## src/rtl/upstream_mem_writer.sv

```systemverilog
// Initiator side of the ack/memwr write-update handshake: buffers write
// requests, signals the downstream, performs the memory write, releases it.
module upstream_mem_writer #(
    parameter int ADDR_W    = 8,
    parameter int DATA_W    = 32,
    parameter int DEPTH     = 4,
    parameter int WR_CYCLES = 2,
    parameter int TIMEOUT   = 16
) (
    input  logic              clk,
    input  logic              rst,
    input  logic              req_valid,
    output logic              req_ready,
    input  logic [ADDR_W-1:0] req_addr,
    input  logic [DATA_W-1:0] req_data,
    output logic              ack,
    output logic              memwr,
    input  logic              ds_busy,
    output logic              mem_we,
    output logic [ADDR_W-1:0] mem_addr,
    output logic [DATA_W-1:0] mem_wdata,
    output logic              busy,
    output logic              timeout_err
);

    localparam int PW = $clog2(DEPTH);
    localparam int CW = PW + 1;
    localparam int TW = $clog2(TIMEOUT);
    localparam int WW = $clog2(WR_CYCLES + 1);
    localparam logic [TW-1:0] TLAST = TW'(TIMEOUT - 1);
    localparam logic [WW-1:0] WLAST = WW'(WR_CYCLES - 1);
    localparam logic [CW-1:0] FULL  = CW'(DEPTH);

    typedef enum logic [2:0] {
        IDLE,
        SEND_ACK,
        WAIT_BUSY,
        WRITE,
        RELEASE,
        WAIT_IDLE
    } state_t;

    state_t state;

    logic [ADDR_W-1:0] fa [DEPTH];
    logic [DATA_W-1:0] fd [DEPTH];
    logic [PW-1:0]     wp;
    logic [PW-1:0]     rp;
    logic [CW-1:0]     cnt;
    logic              push_en;
    logic              pop_en;

    logic [ADDR_W-1:0] hold_a;
    logic [DATA_W-1:0] hold_d;
    logic [TW-1:0]     wait_cnt;
    logic [WW-1:0]     wr_cnt;

    // No bypass: a full FIFO refuses even when a pop happens this cycle.
    assign req_ready = (cnt != FULL);
    assign push_en   = req_valid && req_ready;
    assign pop_en    = (state == IDLE) && (cnt != '0);

    always_ff @(posedge clk) begin
        if (push_en) begin
            fa[wp] <= req_addr;
            fd[wp] <= req_data;
        end
    end

    always_ff @(posedge clk) begin
        if (rst) begin
            wp  <= '0;
            rp  <= '0;
            cnt <= '0;
        end else begin
            if (push_en)
                wp <= wp + 1'b1;
            if (pop_en)
                rp <= rp + 1'b1;
            case ({push_en, pop_en})
                2'b10:   cnt <= cnt + 1'b1;
                2'b01:   cnt <= cnt - 1'b1;
                default: cnt <= cnt;
            endcase
        end
    end

    always_ff @(posedge clk) begin
        if (rst) begin
            state       <= IDLE;
            hold_a      <= '0;
            hold_d      <= '0;
            wait_cnt    <= '0;
            wr_cnt      <= '0;
            timeout_err <= 1'b0;
        end else begin
            timeout_err <= 1'b0;
            unique case (state)
                IDLE: begin
                    if (pop_en) begin
                        hold_a <= fa[rp];
                        hold_d <= fd[rp];
                        state  <= SEND_ACK;
                    end
                end
                SEND_ACK: begin
                    wait_cnt <= '0;
                    state    <= WAIT_BUSY;
                end
                WAIT_BUSY: begin
                    if (ds_busy) begin
                        wr_cnt <= WLAST;
                        state  <= WRITE;
                    end else if (wait_cnt == TLAST) begin
                        timeout_err <= 1'b1;
                        state       <= IDLE;
                    end else begin
                        wait_cnt <= wait_cnt + 1'b1;
                    end
                end
                // ds_busy is deliberately ignored while the write runs
                WRITE: begin
                    if (wr_cnt == '0)
                        state <= RELEASE;
                    else
                        wr_cnt <= wr_cnt - 1'b1;
                end
                RELEASE: begin
                    wait_cnt <= '0;
                    state    <= WAIT_IDLE;
                end
                WAIT_IDLE: begin
                    if (!ds_busy) begin
                        state <= IDLE;
                    end else if (wait_cnt == TLAST) begin
                        timeout_err <= 1'b1;
                        state       <= IDLE;
                    end else begin
                        wait_cnt <= wait_cnt + 1'b1;
                    end
                end
                default: state <= IDLE;
            endcase
        end
    end

    assign ack       = (state == SEND_ACK);
    assign memwr     = (state == RELEASE);
    assign mem_we    = (state == WRITE);
    assign busy      = (state != IDLE);
    assign mem_addr  = hold_a;
    assign mem_wdata = hold_d;

endmodule
```

## config.mk

```make
export PLATFORM = sky130hd
export DESIGN_NAME = upstream_mem_writer
export DESIGN_NICKNAME = d
export VERILOG_FILES = /design/src/rtl/upstream_mem_writer.sv
export SDC_FILE = /design/constraint.sdc
export NUM_CORES = 1
export LEC_CHECK = 0
export ABC_CLOCK_PERIOD_IN_PS = 6300
export BUFFER_PORTS_ARGS = -buffer_cell sky130_fd_sc_hd__buf_2
export CAP_MARGIN = 25
export CORE_MARGIN = 2
export CORE_UTILIZATION = 25
export CTS_BUF_LIST = sky130_fd_sc_hd__clkbuf_4 sky130_fd_sc_hd__clkbuf_8
export DETAILED_ROUTE_END_ITERATION = 8
export PLACE_DENSITY = 0.46
export SLEW_MARGIN = 10
export SYNTH_ARGS = -nofsm -noshare
export SYNTH_HDL_FRONTEND = slang
export SYNTH_SLANG_ARGS = --single-unit
```

## constraint.sdc

```tcl
create_clock -name clk -period 6.3 [get_ports clk]
set_input_delay 0.63 -clock clk [delete_from_list [all_inputs] [get_ports clk]]
set_output_delay 0.63 -clock clk [all_outputs]
set_load 0.005 [all_outputs]
```

==> results of run 1 <==
## cell families (layout without fill, tap and decap cells)
family,Yosys count,in the layout,synth area share (%)
flip-flops,217,217,72.2
multiplexers,43,43,11.3
adder cells (fa/ha/maj),8,8,1.31
XOR/XNOR,5,5,0.532
AO/OA/AOI/OAI,64,64,4.49
buffers and inverters,39,178,2.63
AND/OR/NAND/NOR,128,128,7.58
other,0,1,0
## through the flow
step / cell area, sq um / total power, mW / hold slack [ns]
floorplan: 8240 / 2.60 / 0.453
global placement: 9120 / 2.93 / 0.451
global route: 9980 / 4.55 / 0.279
finish: 9990 / 4.28 / 0.312
CTS: 9940 / 4.34 / 0.270
detailed placement: 9120 / 2.96 / 0.449
## state kept, by name (all words and copies together) (netlist names)
register,flops
fd,128
fa,32
mem_wdata,32
mem_addr,8
wait_cnt,4
cnt,3
state,3
rp,2
wp,2
wr_cnt,2
timeout_err,1
## final cells by class
type                            instances  area, sq um  share of cell area, %
Antenna cell                            1         2.50                 0.0251
Timing Repair Buffer                   97          538                   5.39
Multi-Input combinational cell        248         2080                   20.9
Sequential cell                       217         5950                   59.6
Clock inverter                         12          110                   1.10
Clock buffer                           57          703                   7.04
Inverter                               12         45.0                  0.451
Tap cell                              442          553                   5.54
## layer usage
| metal | track usage [%] | up-vias | part of all wire (%) |
|---|---|---|---|
| met5 | 0 | - | 0.071 |
| met4 | 4.28 | 2 | 2.7 |
| met3 | 3.40 | 40 | 5.5 |
| met2 | 17.6 | 101 | 48 |
| met1 | 13.3 | 2247 | 44 |
| li1 | - | 2121 | - |
## cells in the mapped netlist, drive strengths merged, types with 4 or more instances
cell / instances / area share (%)
a21oi: 51 / 3.1
and3: 5 / 0.38
buf: 22 / 1.9
clkbuf: 5 / 0.23
dfxtp: 57 / 14
edfxtp: 160 / 58
ha: 7 / 1.1
inv: 12 / 0.55
mux4: 40 / 11
nand2: 88 / 4.1
nand3: 6 / 0.43
nor2: 9 / 0.41
nor3: 4 / 0.44
o21ai: 4 / 0.24
## power by group
part	internal, mW	switching, mW	leakage [nW]
Sequential	1.80	0.170	1.93
Clock	0.798	0.560	0.431
Combinational	0.429	0.519	1.07
Total	3.03	1.25	3.44
## worst max-delay path: stages, from the launching register on
cell     delay (ns)
dfxtp_1        0.47
nor3_4         0.29
nand2_2        0.31
buf_12         0.29
inv_2          0.69
ha_1           0.35
inv_1          0.07
fa_1           0.38
xor2_1         0.16
or3_1          0.30
a21oi_1        0.14
## path summary, 6_finish.rpt
kind / to / depth (start not counted) / slack, ns / start
setup / recovery: cnt[2] / 10 / 2.71 / state[0]
hold / removal: fd[2][28] / 1 / 0.31 / req_data[28]
setup reg to reg: cnt[2] / 10 / 2.71 / state[0]
hold reg to reg: mem_wdata[6] / 2 / 0.45 / mem_wdata[6]
==> reports/metrics.cfg, run 1 <==
[outcome]
status=completed

[worst_setup_path]
worstPathRequired_ns=6.74
critPathCaptureType=register
cp_max_fo=42
crit_type=register to register
critPathLaunchType=register
crit_arrival_ns=4.02

[placed_design]
gp_congestion=0.695
place_ws_ns=2.33
io_buffer_count=89
dp_hpwl_um=9920
dp.cells=1014

[yosys]
synth-seq-cells=217
yosys_warnings=0
ys.flop_type=edfxtp_1
synthCells=504
synthesis.area_sq_mm=0.00824
synth.distinct_cells=48
seq_area_frac_synth_pct=72.2
synth_edf_count=160
async_reset_ff_share_pct=0
syn_avg_cell_area_sq_um=16.4
syn_nets=556

[sta]
rsz0062_at_grt=no
finalSetupViolCount=0
final.period_utilization_pct=57.0
fin_setup_tns_ns=0
hold_viol=0
worstMarginPinSlew_ns=0.930
clock_skew_ns=0.0202
maxSlewHeadroom_pct=37.9
setup_slack_ns=2.71
clock.fmax_mhz=279
period_needed_ns=3.59
slew_violations=0

[clocking]
numClockSinks=217
htree_num_levels=2
clk_pin_slew_ns=0.06
clock_latency_ns=0.53
cts_buffer_depth=3
numCtsBuffers=38
cts_hold_buf=0
cts.repair_timing.setup_buffer_count=0
root_buffer=clkbuf_8
tritoncts=yes
cts_resized=0

[cells_and_area]
final_layout_size_suffix_gt1_share_pct=34.8
layout_common_cells=edfxtp_1 (160), buf_2 (89), nand2_1 (86)
syn2layout_area_growth_pct=21.2
final_util_pct=30.7
final_nets=666
final_cells=1086
nFillCells=3301
mostFrequentLayoutCell=edfxtp_1

[drt]
wirelength_um=18400
drtAntennaViolNets=0
firstDrtPassIters=4
drc=0
vias=4511
via_per_inst=4.15
wl_per_cell_um=16.9
drtIter0Drc=193

[global_routing]
grt_overflow_total=0
grt_pass1_wl_um=27500
grt_max_degree=57
grt_pass1_vias=4720
grt_use_total_pct=10.8
antenna_found_initial=2

[job]
maxCapViolCount=0

[floorplan]
die_height_um=186
die_area_sq_mm=0.0344
coreArea_sq_mm=0.0325
num_rows=66
die_w_um=186
io_pins=90
initial_utilization_pct=25.3

[pwr]
leakage_nw=3.44
peakVddDrop_mv=0.125
power_density_mw_per_mm2=429

[worst_hold_path]
min_path_type=input pin to register

No activity file was read; power rests on OpenSTA's default activity.
==> inputs of run 2 (changes only) <==
--- a/config.mk
+++ b/config.mk
@@ -5,7 +5,8 @@
 export SDC_FILE = /design/constraint.sdc
 export NUM_CORES = 1
 export LEC_CHECK = 0
-export ABC_CLOCK_PERIOD_IN_PS = 6300
+export ABC_AREA = 1
+export ABC_CLOCK_PERIOD_IN_PS = 3750
 export BUFFER_PORTS_ARGS = -buffer_cell sky130_fd_sc_hd__buf_2
 export CAP_MARGIN = 25
 export CORE_MARGIN = 2
==> constraint.sdc (replaced) <==
create_clock -name clk -period 3.75 [get_ports clk]
set_input_delay 0.375 -clock clk [delete_from_list [all_inputs] [get_ports clk]]
set_output_delay 0.375 -clock clk [all_outputs]
set_load 0.005 [all_outputs]
==> run 2 against run 1 <==
Global-route usage is 1.1 points higher. Total power is 69% higher. Non-clock buffer count is 2 higher. Cell area is 0.60% lower. Cell count is 17% higher. Worst hold slack worse by 0.27 ns.
==> reports/metrics.cfg, run 2 <==
[outcome]
status=completed  ; unchanged

[yosys]
syn_avg_cell_area_sq_um=11.7  ; was 16.4 sq um
synth.distinct_cells=27  ; was 48
ys.flop_type=edfxtp_1  ; unchanged
synth_area_leaders=edfxtp_1 (59%), dfxtp_1 (14%), nor2_1 (8.0%)  ; was edfxtp_1 (58%), dfxtp_1 (14%), mux4_2 (11%)
yosys_warnings=0  ; unchanged
synth-seq-cells=217  ; unchanged
synth_top_area_cell=edfxtp_1  ; unchanged
seq_area_frac_synth_pct=72.4  ; was 72.2%
async_reset_ff_share_pct=0  ; unchanged
synth_edf_count=160  ; unchanged
synth_top_area_share_pct=58.5  ; was 58.3%
syn_nets=751  ; was 556
yosysMostFrequentCell=nor2_1  ; was edfxtp_1
synthCells=699  ; was 504
synthesis.area_sq_mm=0.00821  ; was 0.00824 sq mm
synthTopCellsByCount=nor2_1 (174), edfxtp_1 (160), o21ai_0 (108)  ; was edfxtp_1 (160), nand2_1 (86), dfxtp_1 (57)

[worst_setup_path]
crit_chain=inv_1 -> nand3_1 -> nand2_1 -> nor2_4 -> buf_4  ; was nor3_4 -> nand2_2 -> buf_12 -> inv_2 -> ha_1 -> inv_1 -> fa_1 -> xor2_1 -> or3_1 -> a21oi_1
critPathCaptureType=register  ; unchanged
crit_type=register to register  ; unchanged
crit_family=simple AND/OR/NAND/NOR gates  ; was buffers and inverters
crit_buf_inv=2  ; was 3
critPathLaunchType=register  ; unchanged
worstPathRequired_ns=3.99  ; was 6.74 ns
crit_arrival_ns=2.55  ; was 4.02 ns
cp_max_fo=25  ; was 42
crit_slowest_cell=nor2_4  ; was inv_2
slowest_delay_ns=0.82  ; was 0.69 ns

[drt]
firstDrtPassIters=4  ; unchanged
drtIter0Drc=297  ; was 193
drtAntennaViolNets=0  ; unchanged
via_per_inst=4.29  ; was 4.15
drc=0  ; unchanged
wl_per_cell_um=15.9  ; was 16.9 um
wirelength_um=20200  ; was 18400 um
vias=5461  ; was 4511

[clocking]
htree_num_levels=2  ; unchanged
clock_latency_ns=0.56  ; was 0.53 ns
numCtsBuffers=39  ; was 38
numClockSinks=217  ; unchanged
cts_hold_buf=0  ; unchanged
root_buffer=clkbuf_8  ; unchanged
cts_resized=0  ; unchanged
tritoncts=yes  ; unchanged
cts_buffer_depth=3  ; unchanged
cts.repair_timing.setup_buffer_count=0  ; unchanged
clk_pin_slew_ns=0.06  ; about the same

[pwr]
peakVddDrop_mv=0.372  ; was 0.125 mV
power_mw=7.24  ; was 4.28 mW
power_density_mw_per_mm2=729  ; was 429 mW/mm^2
leakage_nw=3.63  ; was 3.44 nW

[placed_design]
dp_hpwl_um=11500  ; was 9920 um
io_buffer_count=89  ; unchanged
gp_congestion=0.743  ; was 0.695

[floorplan]
die_w_um=185  ; was 186 um
initial_utilization_pct=25.3  ; about the same
die_height_um=185  ; was 186 um
coreArea_sq_mm=0.0325  ; about the same
die_area_sq_mm=0.0343  ; was 0.0344 sq mm
io_pins=90  ; unchanged
num_rows=66  ; unchanged

[sta]
hold_viol=0  ; unchanged
fin_setup_tns_ns=0  ; unchanged
hold-worst-slack_ns=0.0441  ; was 0.312 ns
worstMarginPinSlew_ns=0.932  ; was 0.930 ns
finalSetupViolCount=0  ; unchanged
rsz0062_at_grt=no  ; unchanged
clock_skew_ns=0.0386  ; was 0.0202 ns
clock.fmax_mhz=431  ; was 279 MHz
final.period_utilization_pct=61.8  ; was 57.0%
period_needed_ns=2.32  ; was 3.59 ns
slew_violations=0  ; unchanged
maxSlewHeadroom_pct=37.8  ; was 37.9%

[global_routing]
grt_use_total_pct=11.9  ; was 10.8%
antenna_found_initial=2  ; unchanged
grt_pass1_vias=5524  ; was 4720
grt_max_degree=84  ; was 57
grt_overflow_total=0  ; unchanged
grt_pass1_wl_um=31300  ; was 27500 um

[cells_and_area]
syn2layout_area_growth_pct=20.9  ; was 21.2%
layout_common_cells=nor2_1 (170), edfxtp_1 (160), o21ai_0 (108)  ; was edfxtp_1 (160), buf_2 (89), nand2_1 (86)
final_layout_size_suffix_gt1_share_pct=20.7  ; was 34.8%
final_nets=851  ; was 666
regMostFlops=fd  ; unchanged
mostFrequentLayoutCell=nor2_1  ; was edfxtp_1
n_antenna_cell=0  ; was 1
largest_reg_flops=128  ; unchanged

[job]
maxCapViolCount=0  ; unchanged

[worst_hold_path]
min_path_type=input pin to register  ; unchanged

run 2: final cells by class:
cell class                 count  area, sq um
clock buffer                  55          688
multi-input combinational    413         2010
sequential                   217         5950
clock inverter                17         85.1
tap                          442          553
timing repair buffer          99          533
inverter                      29          109
fill                        3306        22500
run 2: cells by family (layout without fill, tap and decap cells):
family                   after synthesis  in the layout  synth area share, %
AO/OA/AOI/OAI                        189            189                 12.3
buffers and inverters                 69            200                 3.58
XOR/XNOR                               1              1                0.107
AND/OR/NAND/NOR                      215            215                 10.3
adder cells (fa/ha/maj)                8              8                 1.31
flip-flops                           217            217                 72.4
run 2: metrics by stage:
step,worst slack (ns),cells,utilization (%),area [sq um]
detailed placement,1.37,1200,28.2,9150
floorplan,0.925,699,-,8210
CTS,1.38,1272,30.6,9930
finish,1.43,1272,30.6,9930
global route,1.23,1272,30.6,9930
global placement,1.44,1199,28.1,9130
run 2: where the power goes:
group | switching, mW | leakage [nW] | internal [mW]
combinational | 1.34 | 1.29 | 0.602
sequential | 0.150 | 1.94 | 2.96
clock | 0.995 | 0.406 | 1.19
total | 2.48 | 3.63 | 4.76
run 2: path summary, 6_finish.rpt:
| check | start | end | slack (ns) | depth (start not counted) |
|---|---|---|---|---|
| max | cnt[0] | fd[3][17] | 1.43 | 5 |
| min | req_data[30] | fd[0][30] | 0.04 | 1 |
| max reg2reg | cnt[0] | fd[3][17] | 1.43 | 5 |
| min reg2reg | wr_cnt[0] | wr_cnt[0] | 0.46 | 2 |
run 2: layer usage:
metal	vias to the layer above	share of wire, %	routed length (um)	global-route usage (%)
met5	-	0.13	26	0
met4	4	2.1	415	4.03
met3	41	4.6	936	2.77
met2	112	45	9160	19.1
met1	2607	48	9620	15.9
li1	2697	-	-	-
